## config.mk

```make
export PLATFORM = sky130hd
export DESIGN_NAME = branch_resolve_unit
export DESIGN_NICKNAME = d
export VERILOG_FILES = /design/src/rtl/cpu_types_pkg.sv /design/src/rtl/pipe_types_pkg.sv /design/src/rtl/flush_timer.sv /design/src/rtl/branch_resolve_unit.sv
export SDC_FILE = /design/constraint.sdc
export NUM_CORES = 1
export LEC_CHECK = 0
export CORE_AREA = 3 3 69 55
export DETAILED_ROUTE_END_ITERATION = 8
export DIE_AREA = 0 0 72 58
export HOLD_SLACK_MARGIN = 0.08
export PLACE_DENSITY_LB_ADDON = 0.1
export SYNTH_ARGS = -nofsm -noshare
export SYNTH_HDL_FRONTEND = slang
export SYNTH_SLANG_ARGS = --single-unit
```

## constraint.sdc

```tcl
create_clock -name CLK -period 1.5 [get_ports CLK]
set_input_delay 0.3 -clock CLK [delete_from_list [all_inputs] [get_ports CLK]]
set_output_delay 0.3 -clock CLK [all_outputs]
set_load 0.02 [all_outputs]
```

## src/rtl/cpu_types_pkg.sv

```systemverilog
// Basic CPU datapath types shared across the pipeline.
package cpu_types_pkg;
    typedef logic [31:0] word_t;
endpackage

```

## src/rtl/pipe_types_pkg.sv

```systemverilog
// Pipeline control enums: EX-stage branch kinds and PC source selects.
package pipe_types_pkg;
    typedef enum logic [2:0] {
        BR_NONE = 3'd0,
        BR_BEQ  = 3'd1,
        BR_BNE  = 3'd2,
        BR_J    = 3'd3,
        BR_JR   = 3'd4
    } br_t;

    typedef br_t br_type_t;

    typedef enum logic [2:0] {
        PC_NEXT   = 3'd0,
        PC_BRANCH = 3'd1,
        PC_JUMP   = 3'd2,
        PC_JR     = 3'd3
    } pcsrc_t;
endpackage

```

## src/rtl/flush_timer.sv

```systemverilog
// Counts wait cycles of an outstanding redirect; expired marks the last
// permitted wait cycle so the caller can give up on that edge.
module flush_timer #(
    parameter int FLUSH_TIMEOUT = 8
) (
    input  logic CLK,
    input  logic nRST,
    input  logic clear,
    input  logic enable,
    output logic expired
);
    localparam int W = $clog2(FLUSH_TIMEOUT + 1);

    logic [W-1:0] count;

    assign expired = enable && (count == W'(FLUSH_TIMEOUT - 1));

    always_ff @(posedge CLK) begin
        if (!nRST) begin
            count <= '0;
        end else if (clear) begin
            count <= '0;
        end else if (enable && (count != W'(FLUSH_TIMEOUT))) begin
            count <= count + W'(1);
        end
    end
endmodule

```

## src/rtl/branch_resolve_unit.sv

```systemverilog
// EX-stage branch resolution and PC redirect sequencing with flush timeout.
// Optional statistics counters enabled by macro BRANCH_STATS_EN.
//
// state    | meaning
// IDLE     | consuming EX instructions, PCsrc = PC_NEXT
// REDIRECT | PCsrc held, waiting for flush acknowledge or timeout
module branch_resolve_unit
    import cpu_types_pkg::*;
    import pipe_types_pkg::*;
#(
    parameter int FLUSH_TIMEOUT = 8
) (
    input  logic     CLK,
    input  logic     nRST,
    input  logic     ex_valid,
    input  br_type_t ex_br_type,
    input  word_t    rs_data,
    input  word_t    rt_data,
    input  logic     stall,
    input  logic     flushed,
    output logic     zero,
    output pcsrc_t   PCsrc,
    output logic     busy,
    output logic     flush_err
`ifdef BRANCH_STATS_EN
    ,
    output logic [15:0] br_count,
    output logic [15:0] redirect_count
`endif
);
    typedef enum logic {IDLE, REDIRECT} state_t;

    state_t state;
    pcsrc_t target;
    logic   ops_eq;
    logic   taken;
    logic   consume;
    logic   expired;

    assign ops_eq  = (rs_data == rt_data);
    assign consume = (state == IDLE) && ex_valid && !stall;
    assign busy    = (state == REDIRECT);

    always_comb begin
        taken  = 1'b0;
        target = PC_NEXT;
        case (ex_br_type)
            BR_BEQ:  begin taken = ops_eq;  target = PC_BRANCH; end
            BR_BNE:  begin taken = !ops_eq; target = PC_BRANCH; end
            BR_J:    begin taken = 1'b1;    target = PC_JUMP;   end
            BR_JR:   begin taken = 1'b1;    target = PC_JR;     end
            default: begin taken = 1'b0;    target = PC_NEXT;   end
        endcase
    end

    flush_timer #(.FLUSH_TIMEOUT(FLUSH_TIMEOUT)) u_flush_timer (
        .CLK     (CLK),
        .nRST    (nRST),
        .clear   (state == IDLE),
        .enable  ((state == REDIRECT) && !flushed),
        .expired (expired)
    );

    always_ff @(posedge CLK) begin
        if (!nRST) begin
            state     <= IDLE;
            PCsrc     <= PC_NEXT;
            zero      <= 1'b0;
            flush_err <= 1'b0;
        end else begin
            flush_err <= 1'b0;
            case (state)
                IDLE: begin
                    if (consume) begin
                        zero <= ops_eq;
                        if (taken) begin
                            PCsrc <= target;
                            state <= REDIRECT;
                        end
                    end
                end
                REDIRECT: begin
                    // acknowledge wins over a coincident timeout
                    if (flushed) begin
                        PCsrc <= PC_NEXT;
                        state <= IDLE;
                    end else if (expired) begin
                        flush_err <= 1'b1;
                        PCsrc     <= PC_NEXT;
                        state     <= IDLE;
                    end
                end
                default: begin
                    PCsrc <= PC_NEXT;
                    state <= IDLE;
                end
            endcase
        end
    end

`ifdef BRANCH_STATS_EN
    always_ff @(posedge CLK) begin
        if (!nRST) begin
            br_count       <= '0;
            redirect_count <= '0;
        end else begin
            if (consume && ((ex_br_type == BR_BEQ) || (ex_br_type == BR_BNE))
                && (br_count != 16'hFFFF)) begin
                br_count <= br_count + 16'd1;
            end
            if (consume && taken && (redirect_count != 16'hFFFF)) begin
                redirect_count <= redirect_count + 16'd1;
            end
        end
    end
`endif
endmodule

```

==> results.tsv <==
metric	value	unit
rows	18	
detail-route-antenna-nets	0	
cts_tree	done	
synth.mux.area_fraction	0.0465	
fin_nets	272	
synthAdderAreaFrac	0.0291	
p_int	0.000628	W
via_count	1096	
synthXorXnorAreaFrac	0.366	
ir_drop	0.256	mV
die_h	58	um
synth.area.top_cells	xnor2_1, dfxtp_1, nand4_1	
hp-class	reg -> reg	
cp_num_buf_inv	1	
critPathCaptureType	flop	
use_met1	0.202	
crit_fanout	5	
top_usage_layer	met2	
wl_per_cell	13.8	um
status	finished clean	
synth_compound_area_frac	0.0770	
grt_first_pass_wirelength	5.19	mm
crit_family	buffers and inverters	
antenna_found_initial	0	
die_area	0.00418	mm2
grt_pass1_vias	1080	
drive_above_1_share	0.340	
setup_viol	0	
firstDrtPassIters	4	
cts_root_buf	clkbuf_8	
pwr-share-clk	0.336	
setup_slack	0.00526	ns
power.leakage	0.784	nW
swShare	0.253	
met3_usage	0.0433	
yosys.area_share.simple	0.241	
die_w	72	um
drt_wl_total	3.27	mm
power	0.000841	W
power.switching	0.000213	W
min_period	1.49	ns
yosys_warnings	0	
num_antenna_cells	0	
overflow	0	
area_growth_syn_to_layout	102	%
cp.arrival	1.66	ns
viasPerCell	4.62	
max_stage_delay	0.44	ns
skew	0.00131	ns
drc	0	
powerDensity	483	mW/mm2
p_comb_frac	0.374	
rsz0062_at_grt	yes	
clock_latency	0.23	ns
synth.distinct_cells	24	
fillers	324	
synth_top_area_cell	xnor2_1	
drtIter0Drc	10	
cts_setup_buffers	0	
crit_chain	clkdlybuf4s50_1, nor2_1, nand2_2, a21oi_2, o21ai_0, mux2i_4, mux2i_1	
port-buffer-count	76	
grt_start_max_net_pins	7	
grt_use_met2	0.274	
syn_area	861	um2
path_clk_slew	0.04	ns
synthCells	106	
synth_top_family_by_area	XOR/XNOR gates	
cts_sinks	9	
dp_hpwl	2.81	mm
cts_made_buffers	3	
clk_path_buf_depth	2	
max_cap_viol_count	0	
final-hold-violation-count	0	
synth_seq_cells	9	
io_pins	78	
cts-htree-levels	1	
gp_congestion	0.794	
max_freq	0.669	GHz
grtUsageTotal	0.161	
dp.cells	233	
period_share	0.996	
setup_tns	0	ns
postCtsHoldBufs	0	
fin_cells	237	
pre_cts_ws	-0.645	ns
crit_type	in -> reg	
fin_util	0.540	
syn_avg_cell_area	8.12	um2
crit_path_start_kind	input pin	
syn_nets	180	
crit_required	1.66	ns
synth.top_cell.area_share	0.346	
pwr-share-seq	0.291	
r2r_setup_slack	0.02	ns
slowest_stage	clkdlybuf4s50_1	
start_util	0.267	
yosysSeqAreaShare	0.209	
slew_violations	0	
core-area	0.00322	mm2
[power groups by stage]
stage / combinational [W] / sequential, W / clock [W]
2_1_floorplan: 0.000114 / 0.000252 / 0
3_3_place_gp: 0.000344 / 0.000249 / 0
3_5_place_dp: 0.000353 / 0.000249 / 0
4_1_cts: 0.000310 / 0.000245 / 0.000296
5_1_grt: 0.000339 / 0.000245 / 0.000318
6_report: 0.000314 / 0.000245 / 0.000282
[worst register-to-register path, delay by kind of cell, from the launching register on]
kind	cells	cell delay, ns
AND/OR/NAND/NOR	1	0.09
multiplexers	2	0.38
flip-flops	1	0.32
buffers and inverters	1	0.14
AO/OA/AOI/OAI	2	0.29
adder cells (fa/ha/maj)	1	0.18
[final timing paths]
check,startpoint,endpoint,cells after the start
min reg2reg,PCsrc[1],PCsrc[1],2
min,PCsrc[1],PCsrc[1],2
max reg2reg,u_flush_timer.count[0],PCsrc[0],7
max,ex_br_type[1],PCsrc[0],7
[cell families (layout without fill, tap and decap cells)]
| kind of cell | after synthesis | after routing |
|---|---|---|
| buffers and inverters | 5 | 96 |
| multiplexers | 4 | 4 |
| XOR/XNOR | 36 | 36 |
| AO/OA/AOI/OAI | 12 | 12 |
| flip-flops | 9 | 9 |
| adder cells (fa/ha/maj) | 2 | 2 |
| AND/OR/NAND/NOR | 37 | 37 |
| other | 1 | 1 |
[Yosys cell counts, drive strengths merged]
library cell and number:
a21oi 2, a31o 1, and2 1, and2b 1, buf 1, clkbuf 1, conb 1, dfxtp 9
ha 2, inv 3, mux2i 4, nand2 9, nand2b 3, nand3 1, nand3b 2, nand4 8
nand4b 4, nor2 5, nor3 1, nor4 2, o21ai 8, o31ai 1, xnor2 34, xor2 2
[per-layer routing]
layer	wire length [um]	vias to the layer above	share of wire
met1	1350	498	0.41
li1	-	544	-
met3	247	4	0.076
met5	0	-	0
met4	25	0	0.0076
met2	1640	50	0.50
[through the flow]
step	cell area (um2)	hold slack, ns
finish	1740	0.453
global route	1740	0.497
CTS	1790	0.474
detailed placement	1760	0.462
global placement	1760	0.452
floorplan	861	0.457
[registers in the layout, summed over array words and instances (netlist names)]
name                 count
PCsrc                    2
busy                     1
flush_err                1
u_flush_timer.count      4
zero                     1
[area by class of cell]
cell class              instances  area, um2  share of cell area
repair buffers                 89        716               0.411
clock buffers                   4       45.0              0.0259
flip-flops and latches          9        180               0.104
well taps                      40       50.0              0.0288
inverters                       3       11.3             0.00647
multi-input cells              92        738               0.424
[placed cells by master (no fill, tap or decap), drive strengths merged, types with 2 or more instances in the layout]
master         instances
nand4b                 4
nand2b                 3
inv                    3
buf                   18
dlymetal6s2s           4
nand4                  8
clkbuf                34
xor2                   2
dlygate4sd2            4
o21ai                  8
a21oi                  2
mux2i                  4
nor2                   5
nand3b                 2
ha                     2
xnor2                 34
dfxtp                  9
clkdlybuf4s15         26
nor4                   2
nand2                  9
clkdlybuf4s50          7
[what timing repair did]
action / CTS / global route
cloned: 0 / 0
pin swaps: 42 / 34
endpoints found under the setup margin: 5 / 7
gates resized for setup: 109 / 81
Note: power is estimated with default switching activity, not from simulation.
